[src/rtl/cam_match_resolver_if.sv]
// Search/result handshake bundle between the CAM array, the match resolver and lookup logic.
// The resolver uses the slave modport; the CAM side and lookup consumer use master.
interface cam_match_resolver_if #(
  parameter int CAM_DEPTH  = 8,
  parameter int ADDR_WIDTH = 3
);
  logic                  search_valid;
  logic                  search_ready;
  logic [CAM_DEPTH-1:0]  decoded_match_address;
  logic                  result_valid;
  logic                  result_ready;
  logic [ADDR_WIDTH-1:0] match_address;
  logic                  match_last;
  logic                  no_match;
  logic [ADDR_WIDTH:0]   match_count;

  modport master (
    output search_valid, decoded_match_address, result_ready,
    input  search_ready, result_valid, match_address, match_last, no_match, match_count
  );

  modport slave (
    input  search_valid, decoded_match_address, result_ready,
    output search_ready, result_valid, match_address, match_last, no_match, match_count
  );
endinterface

[src/rtl/cam_match_resolver.sv]
// Serialises one multi-hot CAM match vector into encoded row addresses, one per handshake.
// Define CAM_MATCH_HIGH_FIRST_EN to emit hits highest row first instead of lowest first.
module cam_match_resolver #(
  parameter int CAM_DEPTH  = 8,
  parameter int ADDR_WIDTH = 3
) (
  input  logic               clk,
  input  logic               rst,
  cam_match_resolver_if.slave bus
);

  typedef enum logic {IDLE, SCAN} state_t;

  state_t                state_q, state_d;
  logic [CAM_DEPTH-1:0]  pending_q, pending_d;
  logic                  valid_q, valid_d;
  logic [ADDR_WIDTH-1:0] addr_q, addr_d;
  logic                  last_q, last_d;
  logic                  nomatch_q, nomatch_d;
  logic [ADDR_WIDTH:0]   count_q, count_d;
  logic [CAM_DEPTH-1:0]  remaining;

  function automatic logic [ADDR_WIDTH:0] popcount(input logic [CAM_DEPTH-1:0] v);
    popcount = '0;
    for (int i = 0; i < CAM_DEPTH; i++) popcount = popcount + (ADDR_WIDTH+1)'(v[i]);
  endfunction

  // The scan direction is set by loop order: the final assignment wins priority.
  function automatic logic [ADDR_WIDTH-1:0] first_hit(input logic [CAM_DEPTH-1:0] v);
    first_hit = '0;
`ifdef CAM_MATCH_HIGH_FIRST_EN
    for (int i = 0; i < CAM_DEPTH; i++)
      if (v[i]) first_hit = i[ADDR_WIDTH-1:0];
`else
    for (int i = CAM_DEPTH-1; i >= 0; i--)
      if (v[i]) first_hit = i[ADDR_WIDTH-1:0];
`endif
  endfunction

  always_comb begin
    // NOTE: every combinational output gets a default first so no path can infer a latch.
    state_d   = state_q;
    pending_d = pending_q;
    valid_d   = valid_q;
    addr_d    = addr_q;
    last_d    = last_q;
    nomatch_d = nomatch_q;
    count_d   = count_q;
    remaining = pending_q & ~(CAM_DEPTH'(1) << addr_q);

    unique case (state_q)
      IDLE: begin
        if (bus.search_valid) begin
          state_d   = SCAN;
          pending_d = bus.decoded_match_address;
          count_d   = popcount(bus.decoded_match_address);
          valid_d   = 1'b1;
          if (bus.decoded_match_address == '0) begin
            nomatch_d = 1'b1;
            last_d    = 1'b1;
            addr_d    = '0;
          end else begin
            nomatch_d = 1'b0;
            addr_d    = first_hit(bus.decoded_match_address);
            last_d    = (popcount(bus.decoded_match_address) == (ADDR_WIDTH+1)'(1));
          end
        end
      end
      SCAN: begin
        if (valid_q && bus.result_ready) begin
          if (last_q) begin
            state_d   = IDLE;
            pending_d = '0;
            valid_d   = 1'b0;
            addr_d    = '0;
            last_d    = 1'b0;
            nomatch_d = 1'b0;
            count_d   = '0;
          end else begin
            pending_d = remaining;
            addr_d    = first_hit(remaining);
            last_d    = (popcount(remaining) == (ADDR_WIDTH+1)'(1));
          end
        end
      end
      default: state_d = IDLE;
    endcase
  end

  always_ff @(posedge clk or negedge rst) begin
    if (!rst) begin
      state_q   <= IDLE;
      pending_q <= '0;
      valid_q   <= 1'b0;
      addr_q    <= '0;
      last_q    <= 1'b0;
      nomatch_q <= 1'b0;
      count_q   <= '0;
    end else begin
      // NOTE: non-blocking assignments so every register samples pre-edge values together.
      state_q   <= state_d;
      pending_q <= pending_d;
      valid_q   <= valid_d;
      addr_q    <= addr_d;
      last_q    <= last_d;
      nomatch_q <= nomatch_d;
      count_q   <= count_d;
    end
  end

  assign bus.search_ready  = (state_q == IDLE);
  assign bus.result_valid  = valid_q;
  assign bus.match_address = addr_q;
  assign bus.match_last    = last_q;
  assign bus.no_match      = nomatch_q;
  assign bus.match_count   = count_q;

endmodule

[src/flat_wrapper.sv]
// flat-port wrapper written by rule: the top's interface ports become plain ports
module cam_match_resolver_flat 
#(
  parameter int CAM_DEPTH  = 8,
  parameter int ADDR_WIDTH = 3
)
  (clk, rst, bus_search_valid, bus_decoded_match_address, bus_result_ready, bus_search_ready, bus_result_valid, bus_match_address, bus_match_last, bus_no_match, bus_match_count);
  cam_match_resolver_if #(.CAM_DEPTH(CAM_DEPTH), .ADDR_WIDTH(ADDR_WIDTH)) bus_i ();
  input  logic clk;
  input  logic rst;
  input wire logic [$bits(bus_i.search_valid)-1:0] bus_search_valid;
  input wire logic [$bits(bus_i.decoded_match_address)-1:0] bus_decoded_match_address;
  input wire logic [$bits(bus_i.result_ready)-1:0] bus_result_ready;
  output wire logic [$bits(bus_i.search_ready)-1:0] bus_search_ready;
  output wire logic [$bits(bus_i.result_valid)-1:0] bus_result_valid;
  output wire logic [$bits(bus_i.match_address)-1:0] bus_match_address;
  output wire logic [$bits(bus_i.match_last)-1:0] bus_match_last;
  output wire logic [$bits(bus_i.no_match)-1:0] bus_no_match;
  output wire logic [$bits(bus_i.match_count)-1:0] bus_match_count;
  assign bus_i.search_valid = bus_search_valid;
  assign bus_i.decoded_match_address = bus_decoded_match_address;
  assign bus_i.result_ready = bus_result_ready;
  assign bus_search_ready = bus_i.search_ready;
  assign bus_result_valid = bus_i.result_valid;
  assign bus_match_address = bus_i.match_address;
  assign bus_match_last = bus_i.match_last;
  assign bus_no_match = bus_i.no_match;
  assign bus_match_count = bus_i.match_count;
  cam_match_resolver #(.CAM_DEPTH(CAM_DEPTH), .ADDR_WIDTH(ADDR_WIDTH)) u_core (.clk(clk), .rst(rst), .bus(bus_i));
endmodule
[config.mk]
export PLATFORM = sky130hd
export DESIGN_NAME = cam_match_resolver_flat
export DESIGN_NICKNAME = d
export VERILOG_FILES = /design/src/rtl/cam_match_resolver_if.sv /design/src/rtl/cam_match_resolver.sv /design/src/flat_wrapper.sv
export SDC_FILE = /design/constraint.sdc
export NUM_CORES = 1
export LEC_CHECK = 0
export ABC_AREA = 1
export BUFFER_PORTS_ARGS = -buffer_cell sky130_fd_sc_hd__buf_2
export CAP_MARGIN = 20
export CORE_MARGIN = 5
export CORE_UTILIZATION = 31
export CTS_CLUSTER_DIAMETER = 30
export DETAILED_ROUTE_END_ITERATION = 12
export GPL_TIMING_DRIVEN = 0
export PLACE_DENSITY = 0.59
export SYNTH_ARGS = -nofsm -noshare
export SYNTH_HDL_FRONTEND = slang
export SYNTH_SLANG_ARGS = --single-unit
[constraint.sdc]
create_clock -name clk -period 7.8 [get_ports clk]
set_input_delay 1.17 -clock clk [delete_from_list [all_inputs] [get_ports clk]]
set_output_delay 1.17 -clock clk [all_outputs]
set_load 0.05 [all_outputs]
==> out/summary.txt <==
clock sink total -> 19
Most Frequent Cell on Critical Path -> fa_1
largest net degree at the start of global routing -> 20
sum of negative setup slack -> 0 ns
CP Buf/Inv Count -> 3
CP Class -> in -> reg
CTS tree -> done
Cell Area, Synth -> 0.001425 mm2
DRC viols -> 0
Max Buffers Root-to-Sink -> 2
count of state elements after synthesis -> 19
slew margin rel. -> 70.90%
Total GRT Usage -> 12.11%
cell family with most CP delay -> adder cells
Vias per Instance -> 4.829
die height -> 77.80 um
Worst-Margin Slew -> 0.4364 ns
Worst EP arrival -> 3.96 ns
ratio of cells with drive above 1 in the final layout -> 15.21%
post-synth cell types -> 23
hold path start -> u_core.bus.no_match
syn_nets -> 218
CP startpoint kind -> primary input
CTS Root Cell -> clkbuf_8
Largest stage delay, worst path -> 0.49 ns
first-pass GRT wire length -> 5.906 mm
fill count -> 457
endpoint class of the critical path -> flop
Placeable Area -> 0.004414 mm2
Num CTS Buffers -> 3
CTS Hold Bufs -> 0
top-area cell type share of the netlist area -> 33.36%
average wire per standard cell -> 12.58 um
die area -> 0.006053 mm2
Final ANT Viol Nets -> 0
worst-path fanout max -> 4
Hold WC Path Type -> reg -> reg
starting density of the core -> 32.28%
initial antenna violation count -> 0
Overflow after GRT -> 0
Worst path slowest cell -> fa_1
leading area contributor after synthesis -> dfrtp_1
FMAX -> 265.3 MHz
crit path launch -> bus_decoded_match_address[1]
period utilisation layout -> 48.32%
syn avg cell area -> 7.461 um2
worst skew pair latency -> 0.26 ns
row count -> 24
final WL -> 3.385 mm
RSZ-0062 raised after global routing -> false
outcome -> finished clean
Req. time, crit path -> 7.99 ns
vias post-DR -> 1299
final hold violation count -> 0
top post-synthesis cells by area -> dfrtp_1 (33%), fa_1 (11%), nand2_1 (10%)
DIE WIDTH -> 77.80 um
IO Pins -> 23
Max Slew Vio Count -> 0
Max Cap Viol -> 0
post_cts resized -> 0
sequential fraction of the synthesis area -> 33.36%
H-Tree Depth -> 1
Detailed Route Iter0 Violations -> 82
Final #Nets -> 245
critical path, cell by cell -> buf_2 -> inv_1 -> ha_1 -> inv_1 -> fa_1 -> fa_1 -> fa_1 -> fa_1 -> xor2_1 -> nand4_1 -> nand2_1 -> nand2_1 -> a21oi_1
clk_skew -> 0.002473 ns
setup violators final -> 0
Initial DRT Pass Iterations -> 4
I/O Buffers -> 22
area grow syn2layout -> 15.45%
Clock Pin Slew Worst Setup and Hold Paths -> 0.07 ns
Antenna Cells -> 0
vias in the first global route -> 1242
most frequent cells in the layout -> nand2_1 (38), inv_1 (33), buf_2 (23), nor2_1 (22), o21ai_0 (20)
DP HPWL -> 2.765 mm
total setup buffers inserted after CTS -> 0
min cycle time layout -> 3.769 ns
Placer Congestion -> 0.8317
commonest non-fill, non-tap cell in the layout -> nand2_1
RR Startpoint -> u_core.bus.match_address[2]
Yosys warnings -> 0
Synth Instances -> 191
through the flow:
| stage | setup WS (ns) | hold slack (ns) | util, % | std cells | area [um2] |
|---|---|---|---|---|---|
| global route | 3.872 | 0.5298 | 37.27 | 269 | 1645 |
| detailed placement | 3.754 | 0.4963 | 36.25 | 265 | 1600 |
| finish | 4.031 | 0.5089 | 37.27 | 269 | 1645 |
| floorplan | 4.055 | 0.4914 | - | 191 | 1425 |
| CTS | 4.016 | 0.5116 | 37.27 | 269 | 1645 |
| global placement | 3.769 | 0.4961 | 36.25 | 265 | 1600 |
logic make-up (layout without fill, tap and decap cells):
kind of cell	after synthesis	count (layout)	share of synthesized area, %
DFF	19	19	33.36
xor gates and xnor gates	1	1	0.6147
adders and majority gates	15	15	17.38
AOI/OAI and AO/OA	40	40	15.28
and+or+nand+nor	78	78	22.92
buffers and inverters	38	64	10.45
flip-flops by register name, summed over array words and instances, names as in the netlist:
signal                    count
u_core.pending_q              8
u_core.bus.no_match           1
u_core.bus.match_address      3
u_core.bus.result_valid       1
u_core.bus.match_count        4
u_core.state_q                1
u_core.bus.match_last         1
routing by layer:
| layer | vias up | global-route usage (%) | part of all wire, % |
|---|---|---|---|
| li1 | 659 | - | - |
| met3 | 5 | 2.894 | 4.0 |
| met1 | 615 | 16.58 | 49 |
| met5 | - | 0 | 0 |
| met2 | 20 | 18.36 | 45 |
| met4 | 0 | 4.639 | 1.7 |
path summary, 6_finish.rpt:
kind	to	slack, ns	cells past startpoint
max reg2reg	u_core.bus.match_last	4.28	16
min reg2reg	u_core.bus.no_match	0.51	2
max	u_core.bus.match_last	4.03	13
max in group asynchronous	u_core.pending_q[5]	6.65	1
min in group asynchronous	u_core.bus.match_address[2]	0.84	1
min	u_core.bus.no_match	0.51	2
cells in the mapped netlist:
library cell  count
nand2_1          38
a41oi_1           1
ha_1              7
fa_1              8
nor2_1           22
dfrtp_1          19
o21ai_1           1
o22a_1            2
nand2_2           1
nor2_4            1
a211oi_1          1
inv_2             2
nor3_1            1
buf_4             1
a21oi_1          14
o21ai_2           1
buf_2             1
inv_1            33
o21ai_0          20
nand4_1           3
nand3_1          12
clkbuf_2          1
xor2_1            1
worst reg2reg max path, delay by kind of cell, from the launching register on:
family	cells	cell delay [ns]
AOI/OAI and AO/OA	2	0.12
adders and majority gates	5	2.00
buffers and inverters	5	0.45
DFF	1	0.46
and+or+nand+nor	4	0.38
final cells by class:
cell class,count,area (um2),share of cell area [%]
inverters,35,131.4,7.985
flip-flops and latches,19,475.5,28.90
well taps,52,65.06,3.954
plain buffers,3,17.52,1.065
clock buffers,4,45.04,2.738
multi-input cells,134,800.8,48.67
repair buffers,22,110.1,6.692
Power is left out: the tool's default activity adds up to more than one toggle a clock period on the data nets, which glitch-free logic cannot reach.
